<file path="config.mk">
export PLATFORM = sky130hd
export DESIGN_NAME = bit_stat_counter
export DESIGN_NICKNAME = d
export VERILOG_FILES = /design/src/rtl/bit_stat_pkg.sv /design/src/rtl/chunk_popcount.sv /design/src/rtl/bit_stat_counter.sv
export SDC_FILE = /design/constraint.sdc
export NUM_CORES = 1
export LEC_CHECK = 0
export ABC_CLOCK_PERIOD_IN_PS = 12100
export CAP_MARGIN = 20
export CORE_AREA = 4 4 103 105
export CTS_BUF_LIST = sky130_fd_sc_hd__clkbuf_4
export DETAILED_ROUTE_END_ITERATION = 7
export DIE_AREA = 0 0 107 109
export GPL_ROUTABILITY_DRIVEN = 0
export PLACE_DENSITY = 0.76
export RECOVER_POWER = 100
export SLEW_MARGIN = 20
export SYNTH_ARGS = -nofsm -noshare
export SYNTH_HDL_FRONTEND = slang
export SYNTH_SLANG_ARGS = --single-unit
</file>
<file path="constraint.sdc">
create_clock -name clk -period 12.1 [get_ports clk]
set_clock_uncertainty 0.15 [all_clocks]
set_input_delay 2.42 -clock clk [delete_from_list [all_inputs] [get_ports clk]]
set_output_delay 2.42 -clock clk [all_outputs]
set_load 0.02 [all_outputs]
</file>
<file path="src/rtl/bit_stat_pkg.sv">
// Shared types and helpers for the bit-statistics counter.
// Holds the FSM state encoding and the width-agnostic saturating adder.
package bit_stat_pkg;

    typedef enum logic [1:0] {
        IDLE  = 2'd0,
        COUNT = 2'd1,
        DONE  = 2'd2
    } bst_state_t;

    // Saturating add of two values into a w-bit total (w < 64).
    // The clamp flag is packed at bit w, just above the w-bit result,
    // so a caller keeps the low w+1 bits: {sat, sum}.
    function automatic logic [64:0] sat_add(
        input logic [63:0] a,
        input logic [63:0] b,
        input int unsigned w
    );
        logic [64:0] full;
        logic [64:0] max_v;
        logic [64:0] res;
        full  = {1'b0, a} + {1'b0, b};
        max_v = (65'd1 << w) - 65'd1;
        if (full > max_v) begin
            res    = max_v;
            res[w] = 1'b1;
        end else begin
            res = full;
        end
        return res;
    endfunction

endpackage

</file>
<file path="src/rtl/chunk_popcount.sv">
// Combinational population count of one CHUNK-bit slice.
// Result width is just wide enough to hold CHUNK.
module chunk_popcount #(
    parameter  int CHUNK = 4,
    localparam int PW    = $clog2(CHUNK + 1)
) (
    input  logic [CHUNK-1:0] i_bits,
    output logic [PW-1:0]    o_count
);

    always_comb begin
        o_count = '0;
        for (int i = 0; i < CHUNK; i++) begin
            o_count = o_count + PW'(i_bits[i]);
        end
    end

endmodule

</file>
<file path="src/rtl/bit_stat_counter.sv">
// Multi-cycle ones/zeroes counter with valid/ready on both sides.
// Counts CHUNK bits per cycle and keeps saturating running totals.
module bit_stat_counter
    import bit_stat_pkg::*;
#(
    parameter  int WIDTH = 32,
    parameter  int CHUNK = 4,
    parameter  int ACC_W = 16,
    localparam int CW    = $clog2(WIDTH + 1)
) (
    input  logic             clk,
    input  logic             rst,
    input  logic             in_valid,
    output logic             in_ready,
    input  logic [WIDTH-1:0] in_data,
    input  logic             in_accum,
    output logic             out_valid,
    input  logic             out_ready,
    output logic [CW-1:0]    word_ones,
    output logic [CW-1:0]    word_zeroes,
    output logic [ACC_W-1:0] acc_ones,
    output logic [ACC_W-1:0] acc_zeroes,
    output logic             acc_sat
);

    localparam int K  = WIDTH / CHUNK;
    localparam int KW = (K > 1) ? $clog2(K) : 1;
    localparam int PW = $clog2(CHUNK + 1);

    generate
        if (CHUNK < 1 || CHUNK > WIDTH) begin : g_bad_chunk
            $error("bit_stat_counter: CHUNK must be in 1..WIDTH");
        end
        if ((WIDTH % CHUNK) != 0) begin : g_bad_width
            $error("bit_stat_counter: WIDTH must be a multiple of CHUNK");
        end
        if (ACC_W < CW || ACC_W > 63) begin : g_bad_acc
            $error("bit_stat_counter: ACC_W must be in CW..63");
        end
    endgenerate

    bst_state_t       r_state;
    logic [WIDTH-1:0] r_shift;
    logic             r_accum;
    logic [KW-1:0]    r_chunk_cnt;
    logic [CW-1:0]    r_word_cnt;
    logic             r_out_valid;
    logic [CW-1:0]    r_word_ones;
    logic [CW-1:0]    r_word_zeroes;
    logic [ACC_W-1:0] r_acc_ones;
    logic [ACC_W-1:0] r_acc_zeroes;
    logic             r_acc_sat;

    logic [PW-1:0]    w_pop;
    logic [CW-1:0]    w_word_total;
    logic [CW-1:0]    w_word_zero;
    logic             w_last;
    logic [ACC_W:0]   w_ones_res;
    logic [ACC_W:0]   w_zero_res;

    chunk_popcount #(
        .CHUNK   (CHUNK)
    ) u_pop (
        .i_bits  (r_shift[CHUNK-1:0]),
        .o_count (w_pop)
    );

    // Word total including the chunk being counted this cycle.
    assign w_word_total = r_word_cnt + CW'(w_pop);
    assign w_word_zero  = CW'(WIDTH) - w_word_total;
    assign w_last       = (r_chunk_cnt == KW'(K - 1));

    assign w_ones_res = (ACC_W + 1)'(sat_add(64'(r_acc_ones), 64'(w_word_total), ACC_W));
    assign w_zero_res = (ACC_W + 1)'(sat_add(64'(r_acc_zeroes), 64'(w_word_zero), ACC_W));

    always_ff @(posedge clk) begin
        if (rst) begin
            r_state       <= IDLE;
            r_shift       <= '0;
            r_accum       <= 1'b0;
            r_chunk_cnt   <= '0;
            r_word_cnt    <= '0;
            r_out_valid   <= 1'b0;
            r_word_ones   <= '0;
            r_word_zeroes <= '0;
            r_acc_ones    <= '0;
            r_acc_zeroes  <= '0;
            r_acc_sat     <= 1'b0;
        end else begin
            case (r_state)
                IDLE: begin
                    if (in_valid) begin
                        r_shift     <= in_data;
                        r_accum     <= in_accum;
                        r_chunk_cnt <= '0;
                        r_word_cnt  <= '0;
                        r_state     <= COUNT;
                    end
                end
                COUNT: begin
                    r_word_cnt  <= w_word_total;
                    r_shift     <= r_shift >> CHUNK;
                    r_chunk_cnt <= r_chunk_cnt + KW'(1);
                    if (w_last) begin
                        r_word_ones   <= w_word_total;
                        r_word_zeroes <= w_word_zero;
                        if (r_accum) begin
                            r_acc_ones   <= w_ones_res[ACC_W-1:0];
                            r_acc_zeroes <= w_zero_res[ACC_W-1:0];
                            r_acc_sat    <= r_acc_sat | w_ones_res[ACC_W] | w_zero_res[ACC_W];
                        end else begin
                            r_acc_ones   <= ACC_W'(w_word_total);
                            r_acc_zeroes <= ACC_W'(w_word_zero);
                            r_acc_sat    <= 1'b0;
                        end
                        r_out_valid <= 1'b1;
                        r_state     <= DONE;
                    end
                end
                DONE: begin
                    if (out_ready) begin
                        r_out_valid <= 1'b0;
                        r_state     <= IDLE;
                    end
                end
                default: begin
                    r_out_valid <= 1'b0;
                    r_state     <= IDLE;
                end
            endcase
        end
    end

    assign in_ready    = (r_state == IDLE) && !rst;
    assign out_valid   = r_out_valid;
    assign word_ones   = r_word_ones;
    assign word_zeroes = r_word_zeroes;
    assign acc_ones    = r_acc_ones;
    assign acc_zeroes  = r_acc_zeroes;
    assign acc_sat     = r_acc_sat;

endmodule
</file>
# --- Word level (Yosys, flattened, before mapping) ---
# Index checks and enable logic that the tools add are counted.
totals:
  register_bits: 90
  out_inout_bits: 47
  inputBits: 37
  word_cells: 57
op_classes:
  bitwise_logic: 3
  magnitude_cmp: 2
  n_eq_ne: 6
  n_addsub: 8
  mux: 18
  reduce_logical: 9
op_table:
  columns: ["cell", "n"]
  rows:
  - ["case mux 32 bit (2 select lines)", 1]
  - ["adder 16 x 6 -> 17 bit", 2]
  - ["greater-than comparator 17 x 16 -> 1 bit, second input constant", 2]
  - ["two-way mux 17 bit", 2]
  - ["two-way mux 16 bit", 2]
  - ["two-way mux 32 bit", 1]
  - ["case mux 6 bit (2 select lines)", 1]
  - ["adder 3 x 1 -> 3 bit", 2]
  - ["adder 6 x 3 -> 6 bit", 1]
  - ["two-way mux 2 bit", 3]
  - ["two-way mux 6 bit", 1]
  - ["inequality test 2 bit, second input constant", 3]
  - ["case mux 2 bit (3 select lines)", 1]
  - ["case mux 3 bit (2 select lines)", 1]
  - ["AND reduction 2 bit", 3]
  - ["AND reduction 3 bit", 2]
  - ["subtractor 6 bit, first input constant", 1]
  - ["adder 3 x 1 -> 3 bit, second input constant", 1]
  - ["equality test 3 bit, second input constant", 1]
  - ["two-way mux 1 bit", 3]
  - ["two-way mux 3 bit", 1]
  - ["case mux 1 bit (3 select lines)", 1]
  - ["adder 1 x 1 -> 2 bit", 1]
  - ["equality test 2 x 1 -> 1 bit, second input constant", 1]
  - ["7 further kinds", 8]

# --- Logic depth before layout (Yosys ltp) ---
# Gate-level depths: netlist of run 1.
logic_depth:
  word_depth: 10
  depth_mapped: 19
  depth_no_buf: 19

# --- Modules after synthesis ---
# From an unflattened synthesis of run 1, not the netlist that was laid out.
unflattened:
  cells_unflattened: 578
  area_unflattened_um2: 4712.0
modules_own_cells:
  columns: ["mod", "cells_per_inst", "n_inst", "area_per_inst_um2", "seq_area_each_um2"]
  rows:
  - ["bit_stat_counter", 570, 1, 4648.2, 1781.7]
  - ["chunk_popcount", 8, 1, 63.8, 0.0]

# --- Least setup slack after synthesis of run 1 ---
# OpenSTA, ideal clock, no wires.
synth_path:
  kind: "input to output"
  start: "in rst"
  end: "out in_ready"
  t_required_ps: 9530
  cell_stages: 4
  path_slack_ps: 6111
  arrival_ps: 3419
  path_buffers: 3
  path_cell_list: "clkbuf_1 clkbuf_1 clkbuf_1 nor3_1"
synth_between:
  elab_chain_len: 2
synth_lines:
  columns: ["item", "line", "source"]
  rows:
  - ["start: declaration", "bit_stat_counter.sv:12", "input logic rst,"]
  - ["zero test 1 bit", "bit_stat_counter.sv:134", "assign in_ready = (r_state == IDLE) && !rst;"]
  - ["logical AND 1 bit", "bit_stat_counter.sv:134", null]
  - ["end: declaration", "bit_stat_counter.sv:14", "output logic in_ready,"]
# Every way passes these cells.

# --- Worst setup path after layout of run 1 ---
# Same ends and word-level chain as after synthesis.

==> results of run 1 <==
## area by class of cell
| class | count | area [um^2] | share of cell area (%) |
|---|---|---|---|
| multi-input cells | 435 | 2710 | 46.8 |
| clock inverters | 5 | 104 | 1.79 |
| repair buffers | 87 | 852 | 14.7 |
| clock buffers | 11 | 82.6 | 1.43 |
| well taps | 133 | 166 | 2.87 |
| inverters | 26 | 97.6 | 1.68 |
| flip-flops and latches | 89 | 1780 | 30.8 |
## worst max-delay path, cell delays in order
cell and delay [ns]:
buf_2 0.07, clkbuf_1 2.43, nor3_1 0.04, dlygate4sd3_1 0.79
## per-layer routing
layer,vias up,GRT usage (%),part of all wire (%)
li1,2208,-,-
met1,2041,25.2,46
met2,100,32.6,49
met3,5,3.26,5.1
met4,0,6.48,0.74
met5,-,0,0
## stage by stage
step,cells,power (mW)
6_report,786,0.664
5_1_grt,786,0.700
2_1_floorplan,588,0.423
4_1_cts,786,0.668
3_5_place_dp,770,0.459
3_3_place_gp,770,0.455
## Yosys cell counts (all sizes together) (3+ instances only)
master,instances
a211oi,12
a21o,3
a21oi,54
a311oi,30
a31oi,10
a41o,3
a41oi,3
and2,4
and3,3
buf,16
clkbuf,22
dfxtp,89
fa,4
ha,20
inv,26
nand2,112
nand2b,3
nand3,22
nor2,58
nor2b,6
nor3,23
nor3b,3
nor4,4
o211ai,4
o21a,3
o21ai,10
o221ai,4
o31ai,5
xnor2,8
## cell families after synthesis
group	Yosys count	share of synthesized area, %
AND/OR/NAND/NOR	247	24.3
AO/OA/AOI/OAI	151	22.7
flip-flops	89	37.5
buffers and inverters	64	5.56
adder cells (fa/ha/maj)	24	6.95
XOR/XNOR	10	2.32
multiplexers	3	0.658
## sequential cells by signal, indices dropped and copies added, names as in the netlist
signal / count
r_accum: 1
word_zeroes: 5
r_shift: 32
out_valid: 1
r_word_cnt: 6
r_state: 2
acc_sat: 1
word_ones: 6
r_chunk_cnt: 3
acc_ones: 16
acc_zeroes: 16
## how the worst max path moves through the flow
stage | from | endpoint | slack (ns) | depth (start not counted)
6_report | rst | in_ready | 3.76 | 4
5_1_grt | rst | in_ready | 3.33 | 4
4_1_cts | rst | in_ready | 5.73 | 4
3_5_place_dp | rst | in_ready | 5.73 | 4
3_3_place_gp | rst | in_ready | 5.74 | 4
2_1_floorplan | rst | in_ready | 6.11 | 4
## power breakdown
part           leakage (nW)  switching (mW)  total [mW]  internal (mW)
Clock                 0.101           0.100       0.210          0.109
Sequential            0.724         0.00736       0.311          0.304
Combinational          1.39          0.0813       0.143         0.0614
==> reports/metrics.yaml, run 1 <==
critPathMaxFanout: 78
via_count: 4354
r2r_cells: 19
ys_seq_area_share_pct: 37.5
fillCellCount: 897
clk_pin_slew_worst_paths_ns: 0.14
hold_path.startpoint: "acc_sat"
ys.flop_type: "dfxtp_1"
fin_area_um2: 5790
cp-start-kind: "primary input"
die_y_um: 109
n_antenna_cell: 0
ys_ff_latch: 89
pre_cts_ws_ns: 5.73
criticalPathCategory: "primary input to output pin"
hp-class: "register to register"
slew_viol_final: 79
synth_edf_count: 0
cap_violations: 1
cp.arrival_ns: 5.77
cts_inserted_buffers: 9
rsz0062_at_grt: "false"
max_slew_margin_pct: -131
place_area_um2: 5610
drt.antenna.violating_nets: 0
outcome: "finished with violations"
cp.required_ns: 9.53
io_pins: 84
drc: 0
cts.path.max_buffers: 2
overflow: 0
reg2reg_to: "acc_zeroes[0]"
violations: "max-capacitance violations, max-slew violations"
worstMarginPinSlew_ns: 3.46
timing.setup.tns_ns: 0
setup_ws_ns: 3.76
synth_cells: 588
dieWidth_um: 107
cts_root_buf: "clkbuf_4"
cts_resized: 0
final_common_cell: "nand2_1"
fin_nets: 709
hold_end: "acc_sat"
yosysTopAreaCellShare_pct: 37.5
synth_cell_types: 70
clock.fmax_mhz: 120
syn-num-nets: 649
cts.sinks: 89
grtUsageTotal_pct: 19.3
synth_area_leaders: "dfxtp_1 (38%), nand2_1 (8.7%), a21oi_1 (5.7%)"
end_kind: "output pin"
ys_warn_count: 0
grt_pass1_wl_mm: 18.6
drt-pass1-iter-count: 7
die_area_um2: 11700
period_minus_slack_ns: 8.34
p_leak_nw: 2.22
min_path_cells: 2
post_drt_wl_per_cell_um: 14.3
grt_pass1_vias: 4034
grt_max_degree: 79
drt_iter0_markers: 229
pwr_density_cell_nw_per_um2: 115
fin_util_pct: 60.1
post_cts_buffers: 0
ff2ff_setup_slack_ns: 7.35
tritoncts: "yes"
rr_startpoint: "r_shift[0]"
layout-drive-gt1-share_pct: 7.81
port_buffers: 83
whs_ns: 0.304
coreArea_um2: 9640
post_cts_hold_buffer_count: 0
cts_max_level: 3
rows: 36
drt_wl_total_mm: 11.3
layout_worst_path_cycle_share_pct: 68.9
avgSynthCellArea_um2: 8.08
viasPerCell: 5.54
start_util_pct: 49.3
hpwlAfterDp_mm: 7.90
final-hold-violation-count: 0
yosys.area.top_type: "dfxtp_1"
ys_async_sr_fraction_pct: 0
ir_drop_uv: 62.2
layout_common_cells: "nand2_1 (110), dfxtp_1 (89), a21oi_1 (54), nor2_1 (54), dlygate4sd3_1 (47)"
syn2layout_area_growth_pct: 21.9
setup_viol: 0
antenna_found_initial: 0
clk_latency_ns: 0.44
synth_area_um2: 4750
Note: power is estimated with default switching activity, not from simulation.
==> run 2, diff against run 1 <==
--- a/config.mk
+++ b/config.mk
@@ -5,7 +5,7 @@
 export SDC_FILE = /design/constraint.sdc
 export NUM_CORES = 1
 export LEC_CHECK = 0
-export ABC_CLOCK_PERIOD_IN_PS = 12100
+export ABC_CLOCK_PERIOD_IN_PS = 7750
 export CAP_MARGIN = 20
 export CORE_AREA = 4 4 103 105
 export CTS_BUF_LIST = sky130_fd_sc_hd__clkbuf_4
==> constraint.sdc (replaced) <==
create_clock -name clk -period 7.75 [get_ports clk]
set_clock_uncertainty 0.15 [all_clocks]
set_input_delay 1.55 -clock clk [delete_from_list [all_inputs] [get_ports clk]]
set_output_delay 1.55 -clock clk [all_outputs]
set_load 0.02 [all_outputs]
==> run 2 against run 1 <==
The run still ends with max-capacitance violations, max-slew violations left. Largest cell class unchanged. Largest power group unchanged. Sequential power grew 56%. Sequential cell count is the same. Critical path depth grew 11. Non-clock buffer count is the same. Highest routed layer unchanged.
==> reports/metrics.yaml, run 2 (synthesis results as in run 1) <==
overflow: 0  # unchanged
final_common_cell: "nand2_1"
clk_pin_slew_worst_paths_ns: 0.13  # about the same
end_kind: "register"
cts_inserted_buffers: 9  # unchanged
layout_worst_path_cycle_share_pct: 69.0
top_register: "r_shift"
cts.path.max_buffers: 2  # unchanged
grt_pass1_vias: 4180  # +3.6%
setup_viol: 0  # unchanged
drt.antenna.violating_nets: 0  # unchanged
die_area_um2: 11700  # unchanged
final-hold-violation-count: 0  # unchanged
hp-class: "register to register"
dieWidth_um: 107  # unchanged
rsz0062_at_grt: "false"
grt_pass1_wl_mm: 18.8  # +1.1%
port_buffers: 83  # unchanged
clock.fmax_mhz: 187
syn2layout_area_growth_pct: 20.3
antenna_found_initial: 0  # unchanged
pwr_density_cell_nw_per_um2: 179  # +57%
layout_common_cells: "nand2_1 (110), dfxtp_1 (89), nor2_1 (55), a21oi_1 (54), dlygate4sd3_1 (48)"
io_pins: 84  # unchanged
viasPerCell: 5.66  # +2.1%
clk_latency_ns: 0.45  # about the same
crit_chain: "ha_1 > inv_1 > fa_1 > inv_1 > ha_1 > ha_1 > a211oi_1 > nor3_1 > nor2_1 > ha_1 > o21ai_2 > a21o_1 > a211oi_1 > o221ai_1 > a21oi_1"
cp.arrival_ns: 5.57  # -0.20 ns
crit_buf_inv: 2  # -1
cp.required_ns: 7.97  # -1.56 ns
r2r_cells: 15  # -4
post_drt_wl_per_cell_um: 14.4  # +0.50%
critPathMaxFanout: 13  # -83%
critical_path_cell_count: 15  # +11
pre_cts_ws_ns: 3.11  # -2.62 ns
hpwlAfterDp_mm: 8.03  # +1.6%
grtUsageTotal_pct: 19.6  # +0.24 points
setup_ws_ns: 2.40  # -1.36 ns
coreArea_um2: 9640  # unchanged
cts_root_buf: "clkbuf_4"
post_cts_hold_buffer_count: 0  # unchanged
n_antenna_cell: 0  # unchanged
post_cts_buffers: 0  # unchanged
violations: "max-capacitance violations, max-slew violations"
crit_top_cell: "ha_1"
cap_violations: 2  # +1
cts_max_level: 3  # unchanged
drt-pass1-iter-count: 4  # -3
layout-drive-gt1-share_pct: 5.97  # -1.8 points
whs_ns: 0.300  # -0.00332 ns
outcome: "finished with violations"
worstMarginPinSlew_ns: 1.79  # -1.68 ns
ir_drop_uv: 86.6  # +39%
via_count: 4446  # +2.1%
largest_register_ffs: 32  # unchanged
max_slew_margin_pct: -19.1  # +110 points
die_y_um: 109  # unchanged
fin_nets: 709  # unchanged
p_leak_nw: 2.19  # -1.0%
drc: 0  # unchanged
criticalPathCategory: "register to register"
cp-start-kind: "register"
timing.setup.tns_ns: 0  # unchanged
grt_max_degree: 79  # unchanged
cpMaxStageDelayCell: "a211oi_1"
rows: 36  # unchanged
tritoncts: "yes"
drt_iter0_markers: 237  # +3.5%
path_delay_family: "compound AO/OA/AOI/OAI gates"
period_minus_slack_ns: 5.35
start_util_pct: 49.3  # unchanged
cts.sinks: 89  # unchanged
slew_viol_final: 56  # -29%
drt_wl_total_mm: 11.3  # +0.50%
cts_resized: 0  # unchanged
max_stage_delay_ns: 1.32  # -1.11 ns
min_path_cells: 2  # unchanged
-- run 2: area by class of cell --
cell class                      count  area [um^2]
Fill cell                         932         3930
Multi-Input combinational cell    435         2630
Sequential cell                    89         1780
Timing Repair Buffer               87          852
Tap cell                          133          166
Clock inverter                      5          104
Inverter                           26         97.6
Clock buffer                       11         82.6
-- run 2: report_power, final --
| part | switching [mW] | internal (mW) |
|---|---|---|
| clock | 0.154 | 0.171 |
| sequential | 0.0116 | 0.474 |
| combinational | 0.124 | 0.0907 |
| total | 0.289 | 0.735 |
-- run 2: worst register-to-register path, cell delays in order, from the launching register on --
cell	delay, ns
dfxtp_1	0.34
ha_1	0.28
inv_1	0.05
fa_1	0.36
inv_1	0.06
ha_1	0.24
ha_1	0.28
a211oi_1	0.60
nor3_1	0.15
nor2_1	0.40
ha_1	0.28
o21ai_2	0.09
a21o_1	0.21
a211oi_1	1.32
o221ai_1	0.30
a21oi_1	0.19
-- run 2: per-layer routing --
layer	GRT usage (%)	part of all wire, %	up-vias
met4	7.58	1.7	0
li1	-	-	2214
met5	0	0	-
met2	34.7	49	110
met3	3.91	5.2	15
met1	23.4	44	2107
-- run 2: per-stage QoR --
stage,instance area [um^2],utilization (%),cells,power [mW]
after floorplan,4750,-,588,0.660
after global placement,5610,58.2,770,0.710
after detailed placement,5610,58.2,770,0.718
after CTS,5800,60.1,786,1.04
after global routing,5710,59.3,786,1.08
final,5710,59.3,786,1.02
-- run 2: worst paths after layout --
| kind | start | to | slack, ns |
|---|---|---|---|
| max | r_shift[0] | acc_ones[4] | 2.40 |
| min | acc_sat | acc_sat | 0.30 |
| max reg2reg | r_shift[0] | acc_ones[4] | 2.40 |
| min reg2reg | acc_sat | acc_sat | 0.30 |
